$ cat config.mk
export PLATFORM = sky130hd
export DESIGN_NAME = pipelined_barrel_shifter
export DESIGN_NICKNAME = d
export VERILOG_FILES = /design/src/rtl/shifter_pkg.sv /design/src/rtl/shifter_level.sv /design/src/rtl/pipelined_barrel_shifter.sv
export SDC_FILE = /design/constraint.sdc
export NUM_CORES = 1
export LEC_CHECK = 0
export BUFFER_PORTS_ARGS = -buffer_cell sky130_fd_sc_hd__buf_2
export CORE_ASPECT_RATIO = 0.6
export CORE_MARGIN = 8
export CORE_UTILIZATION = 30
export CTS_BUF_LIST = sky130_fd_sc_hd__clkbuf_8 sky130_fd_sc_hd__clkbuf_16
export CTS_CLUSTER_DIAMETER = 120
export DETAILED_ROUTE_END_ITERATION = 10
export PLACE_DENSITY_LB_ADDON = 0.15
export SYNTH_ARGS = -nofsm -noshare
export SYNTH_HDL_FRONTEND = slang
export SYNTH_HIERARCHICAL = 1
export SYNTH_SLANG_ARGS = --single-unit
$ cat constraint.sdc
create_clock -name clk -period 2.7 [get_ports clk]
set_input_delay 0.675 -clock clk [delete_from_list [all_inputs] [get_ports clk]]
set_output_delay 0.675 -clock clk [all_outputs]
set_load 0.01 [all_outputs]
$ cat src/rtl/shifter_pkg.sv
// Shared types and helpers for the pipelined barrel shifter: op encoding,
// stage-placement helper and a behavioural reference shift.
package shifter_pkg;

  typedef enum logic [2:0] {
    SHL = 3'd0,
    SHR = 3'd1,
    SAR = 3'd2,
    ROL = 3'd3,
    ROR = 3'd4
  } shift_op_e;

  function automatic logic op_legal(input logic [2:0] op);
    return op <= 3'(ROR);
  endfunction

  // In unpipelined mode only the final mux level carries a register.
  function automatic int is_registered(input int pipeline, input int level, input int levels);
    return (pipeline != 0 || level == levels - 1) ? 1 : 0;
  endfunction

  // Bit-by-bit reference shift for widths up to 64.
  function automatic logic [63:0] ref_shift(input logic [63:0] data, input int unsigned shamt,
                                            input logic [2:0] op, input int unsigned width);
    logic [63:0] r;
    logic        sgn;
    int unsigned rs;
    int unsigned src;
    r   = '0;
    sgn = data[6'(width - 1)];
    rs  = shamt % width;
    for (int unsigned i = 0; i < width; i++) begin
      src = i + shamt;
      case (op)
        SHL:     r[6'(i)] = (i >= shamt) ? data[6'(i - shamt)] : 1'b0;
        SHR:     r[6'(i)] = (src < width) ? data[6'(src)] : 1'b0;
        SAR:     r[6'(i)] = (src < width) ? data[6'(src)] : sgn;
        ROL:     r[6'(i)] = data[6'((i + width - rs) % width)];
        ROR:     r[6'(i)] = data[6'((i + rs) % width)];
        default: r[6'(i)] = data[6'(i)];
      endcase
    end
    return r;
  endfunction

endpackage

$ cat src/rtl/shifter_level.sv
// One barrel-shifter mux level: shifts by 2**K when shamt bit K is set,
// optionally followed by a valid/ready stage register.
module shifter_level
  import shifter_pkg::*;
#(
  parameter int WIDTH      = 32,
  parameter int TAG_W      = 4,
  parameter int LEVELS     = 5,
  parameter int K          = 0,
  parameter int REGISTERED = 1
) (
  input  logic              clk,
  input  logic              rst_n,
  input  logic              i_valid,
  output logic              o_ready,
  input  logic [WIDTH-1:0]  i_data,
  input  logic [LEVELS-1:0] i_shamt,
  input  logic [2:0]        i_op,
  input  logic [TAG_W-1:0]  i_tag,
  input  logic              i_err,
  output logic              o_valid,
  input  logic              i_ready,
  output logic [WIDTH-1:0]  o_data,
  output logic [LEVELS-1:0] o_shamt,
  output logic [2:0]        o_op,
  output logic [TAG_W-1:0]  o_tag,
  output logic              o_err
);

  localparam int DIST = 1 << K;

  logic [WIDTH-1:0] w_shifted;

  always_comb begin
    w_shifted = i_data;
    if (i_shamt[K]) begin
      case (i_op)
        SHL:     w_shifted = i_data << DIST;
        SHR:     w_shifted = i_data >> DIST;
        SAR:     w_shifted = $signed(i_data) >>> DIST;
        ROL:     w_shifted = (i_data << DIST) | (i_data >> (WIDTH - DIST));
        ROR:     w_shifted = (i_data >> DIST) | (i_data << (WIDTH - DIST));
        default: w_shifted = i_data;
      endcase
    end
  end

  if (REGISTERED != 0) begin : g_reg
    logic              r_valid;
    logic [WIDTH-1:0]  r_data;
    logic [LEVELS-1:0] r_shamt;
    logic [2:0]        r_op;
    logic [TAG_W-1:0]  r_tag;
    logic              r_err;

    // A full stage only reloads once downstream takes its current word.
    assign o_ready = !r_valid || i_ready;

    always_ff @(posedge clk or negedge rst_n) begin
      if (!rst_n) begin
        r_valid <= 1'b0;
        r_data  <= '0;
        r_shamt <= '0;
        r_op    <= '0;
        r_tag   <= '0;
        r_err   <= 1'b0;
      end else if (o_ready) begin
        r_valid <= i_valid;
        if (i_valid) begin
          r_data  <= w_shifted;
          r_shamt <= i_shamt;
          r_op    <= i_op;
          r_tag   <= i_tag;
          r_err   <= i_err;
        end
      end
    end

    assign o_valid = r_valid;
    assign o_data  = r_data;
    assign o_shamt = r_shamt;
    assign o_op    = r_op;
    assign o_tag   = r_tag;
    assign o_err   = r_err;
  end else begin : g_comb
    logic w_unused_clk;
    assign w_unused_clk = clk ^ rst_n;
    assign o_ready = i_ready;
    assign o_valid = i_valid;
    assign o_data  = w_shifted;
    assign o_shamt = i_shamt;
    assign o_op    = i_op;
    assign o_tag   = i_tag;
    assign o_err   = i_err;
  end

endmodule

$ cat src/rtl/pipelined_barrel_shifter.sv
// Log2 barrel shifter with valid/ready flow control; out-of-range amounts and
// illegal ops are normalised in a combinational pre-stage.
module pipelined_barrel_shifter
  import shifter_pkg::*;
#(
  parameter int WIDTH    = 32,
  parameter int TAG_W    = 4,
  parameter int PIPELINE = 1,
  parameter int LEVELS   = $clog2(WIDTH)
) (
  input  logic              clk,
  input  logic              rst_n,
  input  logic              in_valid,
  output logic              in_ready,
  input  logic [WIDTH-1:0]  in_data,
  input  logic [LEVELS:0]   in_shamt,
  input  logic [2:0]        in_op,
  input  logic [TAG_W-1:0]  in_tag,
  output logic              out_valid,
  input  logic              out_ready,
  output logic [WIDTH-1:0]  out_data,
  output logic [TAG_W-1:0]  out_tag,
  output logic              out_err
);

  logic              w_big;
  logic [WIDTH-1:0]  w_pre_data;
  logic [LEVELS-1:0] w_pre_shamt;
  logic              w_pre_err;
  logic              w_unused_tail;

  assign w_big     = in_shamt[LEVELS];
  assign w_pre_err = !op_legal(in_op);

  // SAR saturates to WIDTH-1 so the levels fill every bit with the sign.
  always_comb begin
    w_pre_data  = in_data;
    w_pre_shamt = in_shamt[LEVELS-1:0];
    case (in_op)
      SHL, SHR: if (w_big) begin
        w_pre_data  = '0;
        w_pre_shamt = '0;
      end
      SAR:      if (w_big) w_pre_shamt = '1;
      ROL, ROR: w_pre_shamt = in_shamt[LEVELS-1:0];
      default:  w_pre_shamt = '0;
    endcase
  end

  for (genvar k = 0; k < LEVELS; k++) begin : g_lvl
    logic              w_vin, w_vout, w_rdy_up, w_rdy_dn;
    logic [WIDTH-1:0]  w_din, w_dout;
    logic [LEVELS-1:0] w_sin, w_sout;
    logic [2:0]        w_oin, w_oout;
    logic [TAG_W-1:0]  w_tin, w_tout;
    logic              w_ein, w_eout;

    if (k == 0) begin : g_head
      assign w_vin = in_valid;
      assign w_din = w_pre_data;
      assign w_sin = w_pre_shamt;
      assign w_oin = in_op;
      assign w_tin = in_tag;
      assign w_ein = w_pre_err;
    end else begin : g_link
      assign w_vin = g_lvl[k-1].w_vout;
      assign w_din = g_lvl[k-1].w_dout;
      assign w_sin = g_lvl[k-1].w_sout;
      assign w_oin = g_lvl[k-1].w_oout;
      assign w_tin = g_lvl[k-1].w_tout;
      assign w_ein = g_lvl[k-1].w_eout;
    end

    if (k == LEVELS - 1) begin : g_tail
      assign w_rdy_dn = out_ready;
    end else begin : g_next
      assign w_rdy_dn = g_lvl[k+1].w_rdy_up;
    end

    shifter_level #(
      .WIDTH     (WIDTH),
      .TAG_W     (TAG_W),
      .LEVELS    (LEVELS),
      .K         (k),
      .REGISTERED(is_registered(PIPELINE, k, LEVELS))
    ) u_level (
      .clk    (clk),
      .rst_n  (rst_n),
      .i_valid(w_vin),
      .o_ready(w_rdy_up),
      .i_data (w_din),
      .i_shamt(w_sin),
      .i_op   (w_oin),
      .i_tag  (w_tin),
      .i_err  (w_ein),
      .o_valid(w_vout),
      .i_ready(w_rdy_dn),
      .o_data (w_dout),
      .o_shamt(w_sout),
      .o_op   (w_oout),
      .o_tag  (w_tout),
      .o_err  (w_eout)
    );
  end

  assign in_ready      = g_lvl[0].w_rdy_up;
  assign out_valid     = g_lvl[LEVELS-1].w_vout;
  assign out_data      = g_lvl[LEVELS-1].w_dout;
  assign out_tag       = g_lvl[LEVELS-1].w_tout;
  assign out_err       = g_lvl[LEVELS-1].w_eout;
  assign w_unused_tail = ^{g_lvl[LEVELS-1].w_sout, g_lvl[LEVELS-1].w_oout};

  a_out_hold: assert property (@(posedge clk) disable iff (!rst_n)
    out_valid && !out_ready |=> out_valid && $stable({out_data, out_tag, out_err}));

  a_shamt_known: assert property (@(posedge clk) disable iff (!rst_n)
    in_valid |-> !$isunknown(in_shamt));

endmodule
# == Word level (Yosys, flattened, before mapping) ==
# Cells that the tools add are included.
# totals
regBits,222
word_cells,97
# op_classes
order_cmp,1
eq_ne,20
mux,15
n_bitwise,9
n_reduce_logical,24
# ops
cell,n
$pmux W32 S5,4
$mux W32,7
$pmux W32 S4,1
$or A24 B32 Y32,1
$or A28 B32 Y32,1
$or A30 B32 Y32,1
$or A31 B32 Y32,1
$or A32 B1 Y32,1
$or A32 B16 Y32,1
$or A32 B2 Y32,1
$or A32 B4 Y32,1
$or A32 B8 Y32,1
$eq A3 B2 Y1 const B,10
$eq A3 B1 Y1 const B,5
$eq A3 B3 Y1 const B,5
$logic_not A3 Y1,5
$pmux W5 S3,1
$mux W5,2
$reduce_and A2 Y1,5
$logic_not A1 Y1,6
$reduce_or A2 Y1,3
$logic_or A1 B1 Y1,5
$le A3 B3 Y1 const B,1

# == Longest topological paths before layout ==
# Gate-level depths: netlist of the first run.
# logic_depth
depth_word,7
depth_mapped,12
mapped_depth_nobuf,8

# == Hierarchy ==
# Netlist of the first run, hierarchy kept.
# by_module_without_submodules
mod,instances,cells_per_inst,area_each_um2
shifter_level (g_lvl[0].u_level),1,357,3415.8
shifter_level (g_lvl[2].u_level),1,378,3395.8
shifter_level (g_lvl[1].u_level),1,382,3241.9
shifter_level (g_lvl[3].u_level),1,367,2987.9
shifter_level (g_lvl[4].u_level),1,222,2442.3
pipelined_barrel_shifter,1,51,357.8

# == Worst setup path before layout of the first run ==
# Ideal clock, no wire load.
# synth_timing
kind,in2reg
startpoint,input out_ready
endpoint,register g_lvl[0].u_level.g_reg.r_data[10]
setup_ns,0.092
t_arrival_ns,2.642
required_ns,2.608
slack_ns,-0.035
path_stages,12
path_buffers,4
path_cell_list,nand2b_1 -> nand2b_1 -> clkbuf_1 -> clkbuf_1 -> nand2b_1 -> nand2b_1 -> nand2b_1 -> nand2_1 -> buf_2 -> clkbuf_1 -> nand2_1 -> o31ai_2
# synth_via
elab_chain_len,6
# synth_rtl
item,line,source
start: declaration,pipelined_barrel_shifter.sv:20,"input logic out_ready,"
$logic_or A1 B1 Y1 (2 in a row),shifter_level.sv:57,assign o_ready = !r_valid || i_ready;
via g_lvl[2].w_rdy_dn,pipelined_barrel_shifter.sv:51,"logic w_vin, w_vout, w_rdy_up, w_rdy_dn;"
$logic_or A1 B1 Y1,shifter_level.sv:57,
via g_lvl[1].w_rdy_dn,pipelined_barrel_shifter.sv:51,
$logic_or A1 B1 Y1,shifter_level.sv:57,
via g_lvl[0].w_rdy_dn,pipelined_barrel_shifter.sv:51,
$logic_or A1 B1 Y1,shifter_level.sv:57,
via in_ready,pipelined_barrel_shifter.sv:14,"output logic in_ready,"
$reduce_and A2 Y1 (no source line),n/a,
end signal: assignment,shifter_level.sv:70,r_data <= w_shifted;
end: declaration,shifter_level.sv:50,logic [WIDTH-1:0] r_data;
# The timed path passes the listed nets, and every way through them passes these cells.
# A chain may end at the register's enable or synchronous reset.

# == Worst setup path after layout of the first run ==
# layout_timing
startpoint,register g_lvl[4].u_level.g_reg.r_valid
endpoint,output in_ready
# layout_via
elab_chain_len,6
# layout_rtl
item,line,source
start: declaration,shifter_level.sv:49,logic r_valid;
start signal: assignment,shifter_level.sv:68,r_valid <= i_valid;
$logic_not A1 Y1,shifter_level.sv:57,
$logic_or A1 B1 Y1,shifter_level.sv:57,
via g_lvl[3].w_rdy_dn,pipelined_barrel_shifter.sv:51,
$logic_or A1 B1 Y1,shifter_level.sv:57,
via g_lvl[2].w_rdy_dn,pipelined_barrel_shifter.sv:51,
$logic_or A1 B1 Y1,shifter_level.sv:57,
via g_lvl[1].w_rdy_dn,pipelined_barrel_shifter.sv:51,
$logic_or A1 B1 Y1,shifter_level.sv:57,
via g_lvl[0].w_rdy_dn,pipelined_barrel_shifter.sv:51,
$logic_or A1 B1 Y1,shifter_level.sv:57,
end: declaration,pipelined_barrel_shifter.sv:14,
# The timed path passes the listed nets, and every way through them passes these cells.

==> results of run 1 <==
[state kept, by name, indices dropped and copies added (netlist names)]
register / cells
g_lvl.u_level/o_shamt: 10
g_lvl.u_level/o_tag: 20
g_lvl.u_level/o_op: 12
g_lvl.u_level/o_data: 160
g_lvl.u_level/o_valid: 5
g_lvl.u_level/o_err: 5
[through the flow]
stage	worst slack, ns	std cells	hold WS [ns]	power (mW)	utilization
5_1_grt	0.01239	2405	0.1329	17.17	0.3376
4_1_cts	0.1004	2405	0.1129	16.09	0.3376
2_1_floorplan	0.02385	1703	0.3794	10.54	-
3_3_place_gp	0.1792	2363	0.4564	12.67	0.3225
3_5_place_dp	0.1728	2363	0.4581	12.79	0.3225
6_report	0.1651	2405	0.1113	15.93	0.3376
[power breakdown]
group / switching (mW) / internal [mW] / leakage, nW
sequential: 1.68 / 4.32 / 2.60
combinational: 3.67 / 3.07 / 4.13
clock: 1.34 / 1.85 / 0.405
total: 6.69 / 9.25 / 7.14
[worst max path at each step]
stage / to / startpoint / depth (start not counted) / slack [ns]
after detailed placement: in_ready / out_ready / 7 / 0.17
after global placement: in_ready / out_ready / 7 / 0.18
after CTS: in_ready / g_lvl[4].u_level/o_valid / 6 / 0.10
final: in_ready / g_lvl[4].u_level/o_valid / 6 / 0.17
after global routing: in_ready / g_lvl[4].u_level/o_valid / 6 / 0.01
after floorplan: g_lvl[0].u_level/o_data[31] / out_ready / 10 / 0.02
[layout by cell type (no fill, tap or decap), types with 8 or more instances in the layout]
cell type	instances
nand2_1	240
dfrtp_1	209
nor2_1	184
mux2_1	123
o21a_1	89
buf_2	86
o22ai_1	83
mux2_2	79
o21ai_0	69
o21ai_1	64
buf_4	62
a21oi_1	49
o31ai_2	47
nor2b_1	39
nor3_1	32
clkbuf_16	25
o221ai_1	22
inv_1	19
mux2i_1	17
a22oi_1	17
o2bb2ai_1	16
and4b_1	16
o31ai_1	14
nand2b_1	13
a211oi_1	13
buf_12	13
o221ai_2	10
a21boi_0	8
[metal layers]
metal | wire, um | global-route usage | vias up | share of wire
li1 | - | - | 6213 | -
met1 | 24600 | 0.2454 | 6439 | 0.53
met2 | 18750 | 0.2226 | 264 | 0.41
met3 | 2363 | 0.02739 | 35 | 0.051
met4 | 549 | 0.02174 | 0 | 0.012
met5 | 0 | 0 | - | 0
[area by class of cell]
| class | count | area [sq um] | area share |
|---|---|---|---|
| well taps | 660 | 825.8 | 0.04848 |
| repair buffers | 162 | 1171 | 0.06876 |
| inverters | 11 | 41.29 | 0.002424 |
| multi-input cells | 1318 | 8921 | 0.5238 |
| clock inverters | 10 | 42.54 | 0.002498 |
| clock buffers | 32 | 721.9 | 0.04239 |
| flip-flops and latches | 212 | 5309 | 0.3117 |
==> flow_summary.json, run 1 <==
{
  "status": "finished, final reports clean",
  "drt_iter0_markers": 796,
  "nets": 1778,
  "crit_buf_inv": 1,
  "slew_headroom": 0.2151,
  "max_cap_violations": 0,
  "leakagePower_nw": 7.139,
  "ff2ff_setup_slack_ns": 0.58,
  "io_buffers": 87,
  "slowest_delay_ns": 0.34,
  "cts.sinks": 212,
  "setup.worst_path.start_class": "flop",
  "place_congestion": 0.8165,
  "dr.pass1.iters": 5,
  "antenna_found_initial": 0,
  "cts_resized": 0,
  "fin_skew_ns": 0.008402,
  "start_util": 0.3011,
  "syn_area_sq_um": 15190,
  "cts_tree": "done",
  "worst_setup_path_end_kind": "primary output",
  "critPathArrivalTime_ns": 1.86,
  "avgSynthCellArea_sq_um": 8.919,
  "diodes": 0,
  "die_w_um": 306.5,
  "place_hpwl_um": 33400,
  "grt_pass1_wl_um": 74800,
  "gr-usage-all-layers": 0.1559,
  "crit_slowest_cell": "dfrtp_1",
  "hold_class": "in2async",
  "htree_levels": 1,
  "vias": 12950,
  "r2r_cells": 4,
  "worstPathCellList": "nand2b_1 -> nand2b_1 -> nand2b_1 -> nand2b_1 -> nand2b_1 -> buf_2",
  "fin_crit_sh": 0.9389,
  "yosys_warnings": 6,
  "grt_max_degree": 67,
  "clock_latency_ns": 0.53,
  "required_ns": 2.03,
  "die_y_um": 190.3,
  "finalSetupViolCount": 0,
  "grt-ovfl-total": 0,
  "path_class": "reg2out",
  "core_sq_um": 50450,
  "cts_setup_buffers": 0,
  "grt_pass1_vias": 12550,
  "crit_top_cell": "nand2b_1",
  "cts_buffer_depth": 3,
  "tightest_slew_ns": 1.177,
  "ant_nets": 0,
  "r2r_end": "g_lvl[1].u_level/o_data[18]",
  "wl_per_cell_um": 19.24,
  "drc_errors": 0,
  "wirelength_um": 46270,
  "ir_drop_mv": 0.4514,
  "power_density_nw_per_um2": 935.5,
  "syn_nets": 1752,
  "layout_min_cycle_time_ns": 2.535,
  "slew_violations": 0,
  "cts.clk_slew.worst_paths_ns": 0.06,
  "cts-root-buf": "clkbuf_16",
  "cts-buffers-inserted": 24,
  "drive_gt1_frac": 0.2040,
  "rsz0062_at_grt": "no",
  "post_dp_cell_area_sq_um": 16270,
  "finalSetupTns_ns": 0,
  "crit_fanout": 4,
  "crit_family": "simple AND/OR/NAND/NOR gates",
  "io_pins": 88,
  "synthCells": 1703,
  "hold_viol": 0,
  "nFillCells": 5211,
  "fin_area_sq_um": 17030,
  "rows": 64,
  "dieArea_sq_um": 58320,
  "viasPerCell": 5.385,
  "reg2reg_from": "g_lvl[0].u_level/o_op[1]",
  "fmax_ghz": 0.3945,
  "hold_buffers": 0,
  "area_delta_synth_final_pct": 12.14
}
Note: power is estimated with default switching activity, not from simulation.
==> run 2: changes to the inputs <==
--- a/config.mk
+++ b/config.mk
@@ -5,6 +5,7 @@
 export SDC_FILE = /design/constraint.sdc
 export NUM_CORES = 1
 export LEC_CHECK = 0
+export ABC_AREA = 1
 export BUFFER_PORTS_ARGS = -buffer_cell sky130_fd_sc_hd__buf_2
 export CORE_ASPECT_RATIO = 0.6
 export CORE_MARGIN = 8
@@ -13,6 +14,7 @@
 export CTS_CLUSTER_DIAMETER = 120
 export DETAILED_ROUTE_END_ITERATION = 10
 export PLACE_DENSITY_LB_ADDON = 0.15
+export SKIP_LAST_GASP = 1
 export SYNTH_ARGS = -nofsm -noshare
 export SYNTH_HDL_FRONTEND = slang
 export SYNTH_HIERARCHICAL = 1
==> run 2 against run 1 <==
Largest cell class unchanged; count of clock-buffer cells in the layout fell by 3; critical path type unchanged; maximum frequency increased by 0.54%; clock power grew 2%; global-route usage shrank 1.9 points.
==> flow_summary.json, run 2 <==
{
  "wirelength_um": 35110,
  "fin_crit_sh": 0.9338,
  "path_class": "reg2out",
  "syn_area_sq_um": 13120,
  "cts_tree": "done",
  "crit_slowest_cell": "dfrtp_1",
  "worstPathCellList": "nand2_1 -> inv_1 -> nand2_2 -> inv_1 -> nand2_1 -> inv_1 -> nand2_2 -> inv_1 -> nand2_2 -> buf_2",
  "leakagePower_nw": 7.449,
  "hold_viol": 0,
  "avgSynthCellArea_sq_um": 7.127,
  "antenna_found_initial": 0,
  "total_power_mw": 14.61,
  "grt-ovfl-total": 0,
  "power_density_nw_per_um2": 998.0,
  "htree_levels": 1,
  "rows": 59,
  "dpl_worst_slack_ns": 0.1019,
  "setup.worst_path.start_class": "flop",
  "crit_family": "simple AND/OR/NAND/NOR gates",
  "grt_pass1_vias": 10750,
  "io_buffers": 87,
  "nets": 1934,
  "dieArea_sq_um": 50910,
  "place_congestion": 0.8081,
  "tightest_slew_ns": 0.8319,
  "fin_util": 0.3384,
  "drt_iter0_markers": 942,
  "start_util": 0.3033,
  "viasPerCell": 4.590,
  "dr.pass1.iters": 5,
  "r2r_end": "g_lvl[3].u_level/o_data[18]",
  "die_y_um": 178.0,
  "multiInputGateArea_sq_um": 6291,
  "cts-root-buf": "clkbuf_16",
  "ir_drop_mv": 0.6866,
  "r2r_cells": 7,
  "syn_nets": 1890,
  "final_cell_mix": "841 x nand2_1, 212 x dfrtp_1, 200 x a21oi_1",
  "fmax_ghz": 0.3966,
  "core_sq_um": 43260,
  "gr-usage-all-layers": 0.1366,
  "final_cell_count_no_fill": 2481,
  "status": "finished, final reports clean",
  "synthCells": 1841,
  "layout_min_cycle_time_ns": 2.521,
  "slowest_delay_ns": 0.38,
  "seqCellArea_sq_um": 5305,
  "cts_setup_buffers": 0,
  "reg2reg_from": "g_lvl[2].u_level/o_op[2]",
  "critPathArrivalTime_ns": 1.85,
  "die_w_um": 286.0,
  "final_common_cell": "nand2_1",
  "drive_gt1_frac": 0.1703,
  "place_hpwl_um": 25170,
  "fin_ws_ns": 0.1787,
  "slew_violations": 0,
  "cts.sinks": 212,
  "worst_setup_path_end_kind": "primary output",
  "fin_hold_ws_ns": 0.1039,
  "placedCellCount": 2439,
  "crit_buf_inv": 5,
  "crit_top_cell": "inv_1",
  "required_ns": 2.03,
  "nFillCells": 4765,
  "cts-buffers-inserted": 23,
  "yosys_warnings": 6,
  "ant_nets": 0,
  "diodes": 0,
  "area_delta_synth_final_pct": 11.58,
  "drc_errors": 0,
  "grt_pass1_wl_um": 58160,
  "vias": 11390,
  "finalSetupViolCount": 0,
  "slew_headroom": 0.4454,
  "cts_buffer_depth": 3,
  "crit_fanout": 3,
  "cts.clk_slew.worst_paths_ns": 0.06,
  "clock_latency_ns": 0.54,
  "hold_class": "in2async",
  "io_pins": 88,
  "fin_skew_ns": 0.02152,
  "max_cap_violations": 0,
  "ff2ff_setup_slack_ns": 0.65,
  "wl_per_cell_um": 14.15,
  "grt_max_degree": 71,
  "largest_reg_flops": 160
}
## run 2: cell types whose count changed in the layout (fill, tap and decap cells not counted), moves of 40 or more
cell and delta:
nand2_1 +601, inv_1 +166, a21oi_1 +151, mux2_1 -119
nor2_1 -104, o21a_1 -89, o22ai_1 -83, o21ai_1 -61
mux2_2 -57, o21ai_0 -57, buf_4 -47, o31ai_2 -47
nand3_1 +40
## run 2: per-stage QoR
step / instance area (sq um) / TNS (ns)
after global routing: 14640 / -0.0003213
after global placement: 13850 / 0
final: 14640 / 0
after detailed placement: 13850 / 0
after CTS: 14640 / 0
after floorplan: 13120 / 0
## run 2: how the worst max path moves through the flow
stage | slack [ns] | cells after the start | end | from
detailed placement | 0.10 | 12 | in_ready | out_ready
global placement | 0.09 | 12 | in_ready | out_ready
global route | -0.0003 | 10 | in_ready | g_lvl[4].u_level/o_valid
floorplan | 0.65 | 15 | g_lvl[0].u_level/o_data[10] | out_ready
finish | 0.18 | 10 | in_ready | g_lvl[4].u_level/o_valid
CTS | 0.06 | 10 | in_ready | g_lvl[4].u_level/o_valid
## run 2: cell type report
cell class | count | area share
Clock inverter | 13 | 0.008461
Inverter | 188 | 0.04923
Tap cell | 579 | 0.04948
Sequential cell | 212 | 0.3624
Clock buffer | 29 | 0.04495
Timing Repair Buffer | 115 | 0.05581
Multi-Input combinational cell | 1345 | 0.4297
## run 2: metal layers
layer	global-route usage	vias up	wire length [um]
li1	-	5735	-
met1	0.2151	5365	18300
met2	0.1988	251	14600
met3	0.01718	38	1691
met4	0.02080	0	510
met5	0	-	0
## run 2: power by group
part | leakage [nW] | total, mW | switching, mW | internal, mW
Combinational | 4.40 | 5.87 | 3.81 | 2.06
Sequential | 2.64 | 5.48 | 1.16 | 4.32
Clock | 0.411 | 3.26 | 1.34 | 1.92
Total | 7.45 | 14.6 | 6.31 | 8.30
## run 2: timing repair
item,CTS,global route
hold buffers,0,0
endpoints found under the hold margin,0,0
setup endpoints to repair,1,1
resized for setup,2,1
==> run 3: changes to the inputs <==
--- a/config.mk
+++ b/config.mk
@@ -7,12 +7,12 @@
 export LEC_CHECK = 0
 export ABC_AREA = 1
 export BUFFER_PORTS_ARGS = -buffer_cell sky130_fd_sc_hd__buf_2
-export CORE_ASPECT_RATIO = 0.6
 export CORE_MARGIN = 8
 export CORE_UTILIZATION = 30
 export CTS_BUF_LIST = sky130_fd_sc_hd__clkbuf_8 sky130_fd_sc_hd__clkbuf_16
 export CTS_CLUSTER_DIAMETER = 120
 export DETAILED_ROUTE_END_ITERATION = 10
+export GPL_TIMING_DRIVEN = 0
 export PLACE_DENSITY_LB_ADDON = 0.15
 export SKIP_LAST_GASP = 1
 export SYNTH_ARGS = -nofsm -noshare
==> constraint.sdc (replaced) <==
create_clock -name clk -period 3 [get_ports clk]
set_input_delay 0.75 -clock clk [delete_from_list [all_inputs] [get_ports clk]]
set_output_delay 0.75 -clock clk [all_outputs]
set_load 0.01 [all_outputs]
==> run 3 against run 2 <==
Global-route usage up 1.5 points; count of clock-buffer cells in the layout up 1; flip-flop and latch count unchanged; cell count up 3.2%; critical path type unchanged; final area up 4.0%; wire length up 9.9%; core utilization up 1.4 points; largest cell class unchanged; clock power about the same.
==> flow_summary.json, run 3 (synthesis results as in run 2) <==
{
  "status": "finished, final reports clean",
  "cts_setup_buffers": 0,
  "gr-usage-all-layers": 0.1514,
  "finalSetupViolCount": 0,
  "fin_crit_sh": 0.8955,
  "io_buffers": 87,
  "ff2ff_setup_slack_ns": 0.89,
  "nets": 2006,
  "finalSetupTns_ns": 0,
  "crit_top_cell": "nand2_1",
  "power_density_nw_per_um2": 921.9,
  "nFillCells": 4747,
  "layout_min_cycle_time_ns": 2.686,
  "multiInputGateArea_sq_um": 6284,
  "die_y_um": 225.1,
  "drive_gt1_frac": 0.1908,
  "path_class": "reg2out",
  "setup.worst_path.start_class": "flop",
  "fmax_ghz": 0.3723,
  "crit_slowest_cell": "dfrtp_1",
  "grt-ovfl-total": 0,
  "rsz0062_at_grt": "no",
  "seqCellArea_sq_um": 5305,
  "cts_buffer_depth": 3,
  "critPathArrivalTime_ns": 1.94,
  "grt_pass1_wl_um": 62270,
  "hold_viol": 0,
  "fin_skew_ns": 0.01747,
  "cts.clk_slew.worst_paths_ns": 0.06,
  "start_util": 0.3039,
  "largest_reg_flops": 160,
  "cts.sinks": 212,
  "final_cell_mix": "844 x nand2_1, 212 x dfrtp_1, 200 x a21oi_1",
  "hold_buffers": 0,
  "worst_setup_path_end_kind": "primary output",
  "cts_resized": 0,
  "fin_hold_ws_ns": 0.2261,
  "htree_levels": 1,
  "tightest_slew_ns": 0.7118,
  "rows": 76,
  "wirelength_um": 38590,
  "wl_per_cell_um": 15.07,
  "fin_ws_ns": 0.3136,
  "io_pins": 88,
  "dr.pass1.iters": 8,
  "slew_violations": 0,
  "dieArea_sq_um": 50690,
  "place_hpwl_um": 29840,
  "slowest_delay_ns": 0.37,
  "ant_nets": 0,
  "antenna_found_initial": 0,
  "max_cap_violations": 0,
  "place_congestion": 0.8824,
  "area_delta_synth_final_pct": 16.03,
  "slew_headroom": 0.5255,
  "final_cell_count_no_fill": 2561,
  "vias": 11260,
  "drc_errors": 0,
  "placedCellCount": 2514,
  "drt_iter0_markers": 744,
  "hold_class": "in2async",
  "ir_drop_mv": 0.5274,
  "core_sq_um": 43170,
  "crit_fanout": 3,
  "cts-root-buf": "clkbuf_16",
  "cts_tree": "done",
  "leakagePower_nw": 7.752,
  "diodes": 0,
  "clock_latency_ns": 0.54,
  "grt_max_degree": 123,
  "final_common_cell": "nand2_1",
  "worstPathCellList": "nand2_1 -> inv_1 -> nand2_1 -> inv_1 -> nand2_1 -> inv_1 -> nand2_1 -> inv_1 -> nand2_1 -> buf_2",
  "cts-buffers-inserted": 26,
  "grt_pass1_vias": 11400,
  "dpl_worst_slack_ns": 0.2751,
  "crit_family": "simple AND/OR/NAND/NOR gates",
  "viasPerCell": 4.398,
  "fin_util": 0.3527,
  "die_w_um": 225.1,
  "required_ns": 2.25,
  "crit_buf_inv": 5
}
==> run 3: changes by cell type in the layout (fill, tap and decap cells not counted), sizes merged <==
cell	delta
clkbuf	+18
clkinv	+2
clkinvlp	+1
inv	-1
bufinv	+2
buf	+52
==> run 3: final cells by class <==
cell class                      count  share of cell area
Multi-Input combinational cell   1345              0.4127
Sequential cell                   212              0.3485
Buffer                             96             0.05334
Tap cell                          585             0.04808
Inverter                          188             0.04734
Clock buffer                       30             0.04709
Timing Repair Buffer               88             0.03107
Clock inverter                     17             0.01192
==> run 3: power by group <==
group / switching, mW / total, mW / internal, mW
Clock: 1.22 / 3.26 / 2.03
Sequential: 1.06 / 4.95 / 3.89
Combinational: 3.69 / 5.82 / 2.13
==> run 3: path summary, 6_finish.rpt <==
| kind | start | to | cells after the start |
|---|---|---|---|
| hold reg to reg | g_lvl[4].u_level/o_data[13] | g_lvl[4].u_level/o_data[13] | 2 |
| hold / removal | rst_n | g_lvl[4].u_level/o_valid | 1 |
| setup reg to reg | g_lvl[4].u_level/o_valid | g_lvl[0].u_level/o_data[13] | 14 |
| min in group clk | in_tag[1] | g_lvl[0].u_level/o_tag[1] | 3 |
| max in group asynchronous | rst_n | g_lvl[0].u_level/o_data[29] | 2 |
| setup / recovery | g_lvl[4].u_level/o_valid | in_ready | 10 |
==> run 3: metrics by stage <==
stage               power, mW  area, sq um
floorplan               8.848        13120
global placement        10.80        14290
detailed placement      10.85        14330
CTS                     14.22        15220
global route            15.18        15220
finish                  14.04        15220
==> run 3: worst reg2reg max path: cells and delay by family, from the launching register on <==
kind / cells / cell delay [ns]
flops: 1 / 0.34
buf+inv: 5 / 0.65
simple gates: 9 / 1.01
==> run 3: per-layer routing <==
metal,part of all wire,GRT usage
met5,0,0
met4,0.034,0.05262
met3,0.037,0.01848
met2,0.50,0.2777
met1,0.43,0.1802
